--- config.mk ---
export PLATFORM = sky130hd
export DESIGN_NAME = bsg_downstream_in
export DESIGN_NICKNAME = d
export VERILOG_FILES = /design/src/rtl/bsg_downstream_in.sv
export SDC_FILE = /design/constraint.sdc
export NUM_CORES = 1
export LEC_CHECK = 0
export ABC_AREA = 1
export CAP_MARGIN = 20
export CORE_MARGIN = 2
export CORE_UTILIZATION = 35
export CTS_BUF_LIST = sky130_fd_sc_hd__clkbuf_4
export DETAILED_ROUTE_END_ITERATION = 12
export GPL_TIMING_DRIVEN = 0
export PLACE_DENSITY = 0.59
export SLEW_MARGIN = 15
export SYNTH_ARGS = -nofsm -noshare
export SYNTH_HDL_FRONTEND = slang
export SYNTH_SLANG_ARGS = --single-unit
export TNS_END_PERCENT = 20
--- constraint.sdc ---
create_clock -name clk -period 6 [get_ports clk]
set_input_delay 1.2 -clock clk [delete_from_list [all_inputs] [get_ports clk]]
set_output_delay 1.2 -clock clk [all_outputs]
set_load 0.005 [all_outputs]
--- src/rtl/bsg_downstream_in.sv ---
// ---------------------------------------------------------------------------
// bsg_downstream_in
//
// Receive end of the BSG off-chip two-channel byte link. Each beat from the
// io side carries two bytes (ch0, ch1). Four accepted beats are rebuilt into
// one 64-bit core word. Completed words go into a small first-word-fall-
// through FIFO, which the core drains over a valid/ready handshake.
//
// Handshake rules (both sides):
//   A transfer happens on a rising clk edge where valid and ready are both 1.
//   The sender holds its data stable while valid is 1 and ready is 0.
//   io_ready depends only on registered state, so it has no combinational
//   path from io_valid_in or core_ready_in.
//
// Beat-to-byte map (k = beat_cnt):
//   k=0: ch0 -> [7:0],   ch1 -> [23:16]
//   k=1: ch0 -> [15:8],  ch1 -> [31:24]
//   k=2: ch0 -> [39:32], ch1 -> [55:48]
//   k=3: ch0 -> [47:40], ch1 -> [63:56]
//
// Ports:
//   clk             single clock
//   rst             synchronous, active-low reset
//   io_valid_in     beat valid from link
//   io_data_in_ch0  channel 0 byte of the current beat
//   io_data_in_ch1  channel 1 byte of the current beat
//   io_ready        block can accept a beat this cycle (FIFO not full)
//   core_valid_out  FIFO head word valid
//   core_data_out   FIFO head word, 0 when the FIFO is empty
//   core_ready_in   core accepts the head word
//   beat_cnt        index of the next expected beat (beat FSM state)
//   protocol_err    sticky flag: a beat was presented while io_ready was 0
//
// Parameter:
//   FIFO_DEPTH      assembled-word FIFO entries, power of two in 2..8
// ---------------------------------------------------------------------------
module bsg_downstream_in #(
    parameter int FIFO_DEPTH = 2
) (
    input  logic        clk,
    input  logic        rst,
    input  logic        io_valid_in,
    input  logic [7:0]  io_data_in_ch0,
    input  logic [7:0]  io_data_in_ch1,
    output logic        io_ready,
    output logic        core_valid_out,
    output logic [63:0] core_data_out,
    input  logic        core_ready_in,
    output logic [1:0]  beat_cnt,
    output logic        protocol_err
);

    localparam int PTR_W = (FIFO_DEPTH > 1) ? $clog2(FIFO_DEPTH) : 1;
    localparam int CNT_W = PTR_W + 1;
    localparam logic [CNT_W-1:0] DEPTH_C = CNT_W'(FIFO_DEPTH);
    localparam logic [PTR_W-1:0] PTR_ONE = PTR_W'(1);
    localparam logic [CNT_W-1:0] CNT_ONE = CNT_W'(1);

    // Beat FSM: the state is the index of the next beat of the current word.
    typedef enum logic [1:0] {
        BEAT0 = 2'd0,
        BEAT1 = 2'd1,
        BEAT2 = 2'd2,
        BEAT3 = 2'd3
    } beat_state_t;

    beat_state_t state_q;
    beat_state_t state_d;

    logic             beat_accept;
    logic             push;
    logic             pop;
    logic [63:0]      asm_q;
    logic [63:0]      asm_d;

    logic [63:0]      mem [FIFO_DEPTH];
    logic [PTR_W-1:0] wr_ptr_q;
    logic [PTR_W-1:0] rd_ptr_q;
    logic [CNT_W-1:0] count_q;
    logic             perr_q;

    // -----------------------------------------------------------------------
    // io side
    // -----------------------------------------------------------------------
    assign io_ready    = (count_q < DEPTH_C);
    assign beat_accept = io_valid_in & io_ready;

    always_ff @(posedge clk) begin
        if (!rst) begin
            state_q <= BEAT0;
        end else begin
            state_q <= state_d;
        end
    end

    // Next beat index and push strobe. The last beat of a word pushes the
    // completed word into the FIFO at the same edge that accepts it.
    always_comb begin
        state_d = state_q;
        push    = 1'b0;
        if (beat_accept) begin
            case (state_q)
                BEAT0: state_d = BEAT1;
                BEAT1: state_d = BEAT2;
                BEAT2: state_d = BEAT3;
                BEAT3: begin
                    state_d = BEAT0;
                    push    = 1'b1;
                end
                default: state_d = BEAT0;
            endcase
        end
    end

    // Assembly register with the current beat merged in. asm_d is also the
    // word written to the FIFO on the last beat, so the final two bytes do
    // not need an extra cycle to land in asm_q first.
    always_comb begin
        asm_d = asm_q;
        if (beat_accept) begin
            case (state_q)
                BEAT0: begin
                    asm_d[7:0]   = io_data_in_ch0;
                    asm_d[23:16] = io_data_in_ch1;
                end
                BEAT1: begin
                    asm_d[15:8]  = io_data_in_ch0;
                    asm_d[31:24] = io_data_in_ch1;
                end
                BEAT2: begin
                    asm_d[39:32] = io_data_in_ch0;
                    asm_d[55:48] = io_data_in_ch1;
                end
                BEAT3: begin
                    asm_d[47:40] = io_data_in_ch0;
                    asm_d[63:56] = io_data_in_ch1;
                end
                default: asm_d = asm_q;
            endcase
        end
    end

    // A partial word simply waits here while io_ready is low; bytes are only
    // overwritten by accepted beats, so nothing is lost or duplicated.
    always_ff @(posedge clk) begin
        if (!rst) begin
            asm_q <= '0;
        end else begin
            asm_q <= asm_d;
        end
    end

    // Sticky: any beat offered while the FIFO is full is dropped and flagged.
    always_ff @(posedge clk) begin
        if (!rst) begin
            perr_q <= 1'b0;
        end else if (io_valid_in && !io_ready) begin
            perr_q <= 1'b1;
        end
    end

    // -----------------------------------------------------------------------
    // Word FIFO (FWFT). Pointers wrap naturally because the depth is a power
    // of two; the extra count bit distinguishes full from empty.
    // -----------------------------------------------------------------------
    assign core_valid_out = (count_q != '0);
    assign pop            = core_valid_out & core_ready_in;

    // Storage needs no reset: an entry is only read after it has been written,
    // and the output mux forces zero while the FIFO is empty.
    always_ff @(posedge clk) begin
        if (push) begin
            mem[wr_ptr_q] <= asm_d;
        end
    end

    always_ff @(posedge clk) begin
        if (!rst) begin
            wr_ptr_q <= '0;
            rd_ptr_q <= '0;
        end else begin
            if (push) begin
                wr_ptr_q <= wr_ptr_q + PTR_ONE;
            end
            if (pop) begin
                rd_ptr_q <= rd_ptr_q + PTR_ONE;
            end
        end
    end

    // push only happens when not full and pop only when not empty, so the
    // count stays inside 0..FIFO_DEPTH.
    always_ff @(posedge clk) begin
        if (!rst) begin
            count_q <= '0;
        end else begin
            case ({push, pop})
                2'b10:   count_q <= count_q + CNT_ONE;
                2'b01:   count_q <= count_q - CNT_ONE;
                default: count_q <= count_q;
            endcase
        end
    end

    // No same-cycle bypass: a word pushed into an empty FIFO shows up on the
    // cycle after its last beat.
    assign core_data_out = core_valid_out ? mem[rd_ptr_q] : 64'd0;

    assign beat_cnt      = state_q;
    assign protocol_err  = perr_q;

endmodule

# Yosys cells after proc, flatten, opt, wreduce, memory -nomap -nowiden
# Memories as Yosys holds them, arrays and structs flattened. A register that Yosys moved wholly into a read port is not among the register bits.
# Index checks and enable logic that the tools add are counted.
# totals
regBits	71
ram_bits	128
in_bits	20
out_inout_bits	69
wordCells	42
memories	1
# mem_list
name	words	width	rd	rd_clocked_by_memory_dff	write_ports	line_no	text
mem	2	64	1	1	1	76	logic [63:0] mem [FIFO_DEPTH];
# classes
addsub	4
order_cmp	1
eq_ne	5
muxes	18
n_bitwise	2
reduce_logical	5
# op_table
operator	n
64-bit 2-to-1 mux	2
8-bit 2-to-1 mux	8
2-bit one-hot mux with 4 select lines	1
2-bit equality test, second input constant	3
1-bit 2-to-1 mux	6
2-bit by 1-bit equality test with 1-bit output, second input constant	2
2-bit one-hot mux with 2 select lines	1
2-bit nonzero test	2
1-bit adder, second input constant	2
2-bit by 1-bit adder with 2-bit output, second input constant	1
1-bit AND	2
2-bit zero test	1
2-bit less-than comparator, second input constant	1
2-bit by 1-bit subtractor with 2-bit output, second input constant	1
1-bit logical AND	1
1-bit zero test	1

# Logic depth before layout (Yosys ltp)
# logic_depth
word_depth	5
depth_mapped	10
ltp_nobuf	9

# Least setup slack after synthesis
# No wires, ideal clock.
# synth_timing
path_type	input to register
start	in io_valid_in
end	mem mem[0][0], enable pin
setup_ns	0.487
arrival_time_ns	4.336
path_slack_ns	1.176
cell_stages	5
path_cell_list	inv_2 -> nor2_8 -> nand2_4 -> buf_6 -> nor2_1
# synth_via
elab_chain_cells	4
# synth_rtl
item	line_no	text
start, declared	42	input logic io_valid_in,
1-bit AND	86	assign beat_accept = io_valid_in & io_ready;
1-bit 2-to-1 mux	101	if (beat_accept) begin
1-bit 2-to-1 mux	172	if (push) begin
1-bit 2-to-1 mux (implied by the code)	173	mem[wr_ptr_q] <= asm_d;
end, declared	76	
# Every way passes these cells.

==> results.toml <==
[synth]
ys_seq_area_frac = 0.646
synth.net_count = 916
synth.ff_latch_count = 200
postSynthCellCount = 890
yosys_warnings = 0
ys_types = 20
synth_area_mm2 = 0.00818
postSynthAreaPerCell_um2 = 9.19

[clock_network]
cts-resized-gates = 0
cts_setup_buffers = 0
clock_tree.buffer_depth = 2
numClockSinks = 200
postCtsHoldBufs = 0
clockRootBuffer = "clkbuf_4"
numCtsBuffers = 17
insertion_delay_ps = 590
cts.reportedPaths.clkPinSlew_ps = 170
tritoncts_clock_tree = "done"
number_of_h_tree_levels = 4

[placed_design]
placedCellCount = 1294
portBuffers = 88
dp_slack_ps = 2040
detail_placement_hpwl_mm = 13.0
gp_routability_congestion = 0.779

[detailed_routing]
wl_per_cell_um = 14.2
vias_per_cell = 4.28
vias = 5678
dr.pass1.iters = 5
post-route-drc-count = 0
drt_iter0_drc = 449
wirelength_mm = 18.9
detail-route-antenna-nets = 0

[pwr]
power.leakage_nw = 4.36
vdd_drop_max_v = 0.000135
powerDensity_mw_per_mm2 = 265
report.power.total_mw = 2.62

[timing]
timing.max_slew.rel_slack = 0.465
final.period_utilization = 0.637
worst_slew_pin_slew_ps = 800
grt_setup_unrepaired = "false"
timing.clock.skew_ps = 22.5
period_needed_ps = 3820
finalSetupViolations = 0
postLayoutSetupSlackWorst_ps = 2180
setup_tns_ps = 0
final_slew_viol_count = 0
maxClockFrequency_mhz = 261
final-hold-violation-count = 0

[job]
maxCapViolCount = 0

[status]
outcome = "complete, no violations"

[worst_setup_path]
worst-endpoint-arrival_ps = 2620
worstSetupPathType = "flip-flop to output port"
startpoint_type = "flip-flop"
crit_path_end_kind = "output port"
cp_max_fo = 10
worst_case_reg_to_reg_path_depth = 6
cp_data_required_time_ps = 4800

[final_layout]
regArea_mm2 = 0.00529
post-route-util = 0.433
layout.cells.most_common_list = "nand2_1 (329), inv_1 (157), edfxtp_1 (128)"
mostFrequentLayoutCell = "nand2_1"
layout.nets = 1026
layout-area-overhead-vs-synth_pct = 20.7
fillCellCount = 2240
final_cell_count_no_fill = 1327
drive_above_1_share = 0.0652
multi_input_area_mm2 = 0.00210

[die]
io-pin-count = 89
initial_standard_cell_utilization_of_the_core = 0.359
dieHeight_um = 157
std_cell_rows = 55
core-area_mm2 = 0.0228
die-width_um = 157
die_area_mm2 = 0.0246

[hold_path]
hold_path_class = "flip-flop to flip-flop"
holdPathStages = 2

[global_route]
global_route.overflow_total = 0
grt_max_degree = 48
grt_util_all_layers = 0.158
number_of_global_route_vias_before_repair = 5288
grt_antenna_before_repair = 1
grt_first_pass_wirelength_mm = 28.9
## through the flow
step | cell area [um2] | hold WS, ps
3_3_place_gp | 9450 | 482
2_1_floorplan | 8180 | 460
5_1_grt | 9870 | 558
3_5_place_dp | 9540 | 501
4_1_cts | 9870 | 535
6_report | 9870 | 533
## final cells by class
| type | instances | area share |
|---|---|---|
| diodes | 1 | 0.000253 |
| plain buffers | 35 | 0.0203 |
| clock buffers | 18 | 0.0137 |
| clock inverters | 14 | 0.0199 |
| inverters | 161 | 0.0615 |
| multi-input cells | 494 | 0.213 |
| flip-flops and latches | 200 | 0.535 |
| well taps | 313 | 0.0397 |
| repair buffers | 91 | 0.0968 |
## cells by family (layout without fill, tap and decap cells)
group / Yosys count / after routing / synth area share
and+or+nand+nor: 417 / 417 / 0.203
DFF: 200 / 200 / 0.646
buffers and inverters: 196 / 319 / 0.0983
AOI/OAI and AO/OA: 71 / 71 / 0.0434
adders and majority gates: 6 / 6 / 0.00918
other: 0 / 1 / 0
## path summary, 6_finish.rpt
kind         slack, ps               endpoint                startpoint
max               2180      core_data_out[29]                 flip-flop
min                530  rd_ptr_q$_SDFFE_PN0P_     rd_ptr_q$_SDFFE_PN0P_
max reg2reg       3610   mem[0][18]$_DFFE_PP_  beat_cnt[1]$_SDFFE_PN0P_
min reg2reg        530  rd_ptr_q$_SDFFE_PN0P_     rd_ptr_q$_SDFFE_PN0P_
## worst max-delay path, stage by stage, from the launching register on
cell and delay [ps]:
dfxtp_1 370, buf_2 310, clkbuf_1 440, nand2_1 100
a21oi_1 270, clkdlybuf4s50_1 550
## registers in the layout, indices dropped and copies added (netlist names), named ones only
register / flops
asm_q: 64
beat_cnt: 2
count_q: 2
mem: 128
protocol_err: 1
rd_ptr_q: 1
wr_ptr_q: 1
## power by group
group / leakage, nW / internal (mW) / switching, mW
Sequential: 1.76 / 1.52 / 0.0114
Clock: 0.171 / 0.340 / 0.454
Combinational: 2.42 / 0.106 / 0.190
Total: 4.36 / 1.96 / 0.655
## layer usage
layer,vias to the layer above,share of wire,GRT usage
met2,124,0.47,0.258
met1,2605,0.47,0.210
met4,0,0.017,0.0502
met3,21,0.044,0.0321
li1,2928,-,-
met5,-,0,0
## cell usage after synthesis
cell,n,share of area
a21oi_1,68,0.042
buf_1,2,0.00092
buf_2,7,0.0043
buf_6,8,0.011
clkbuf_1,18,0.0083
dfxtp_1,72,0.18
edfxtp_1,128,0.47
ha_1,6,0.0092
inv_1,158,0.072
inv_2,3,0.0014
nand2_1,329,0.15
nand2_2,1,0.00077
nand2_4,4,0.0055
nand2_8,1,0.0024
nand4_1,1,0.00077
nor2_1,75,0.034
nor2_2,2,0.0015
nor2_4,3,0.0041
nor2_8,1,0.0024
o21ai_0,3,0.0018
No activity file was read; power rests on OpenSTA's default activity.
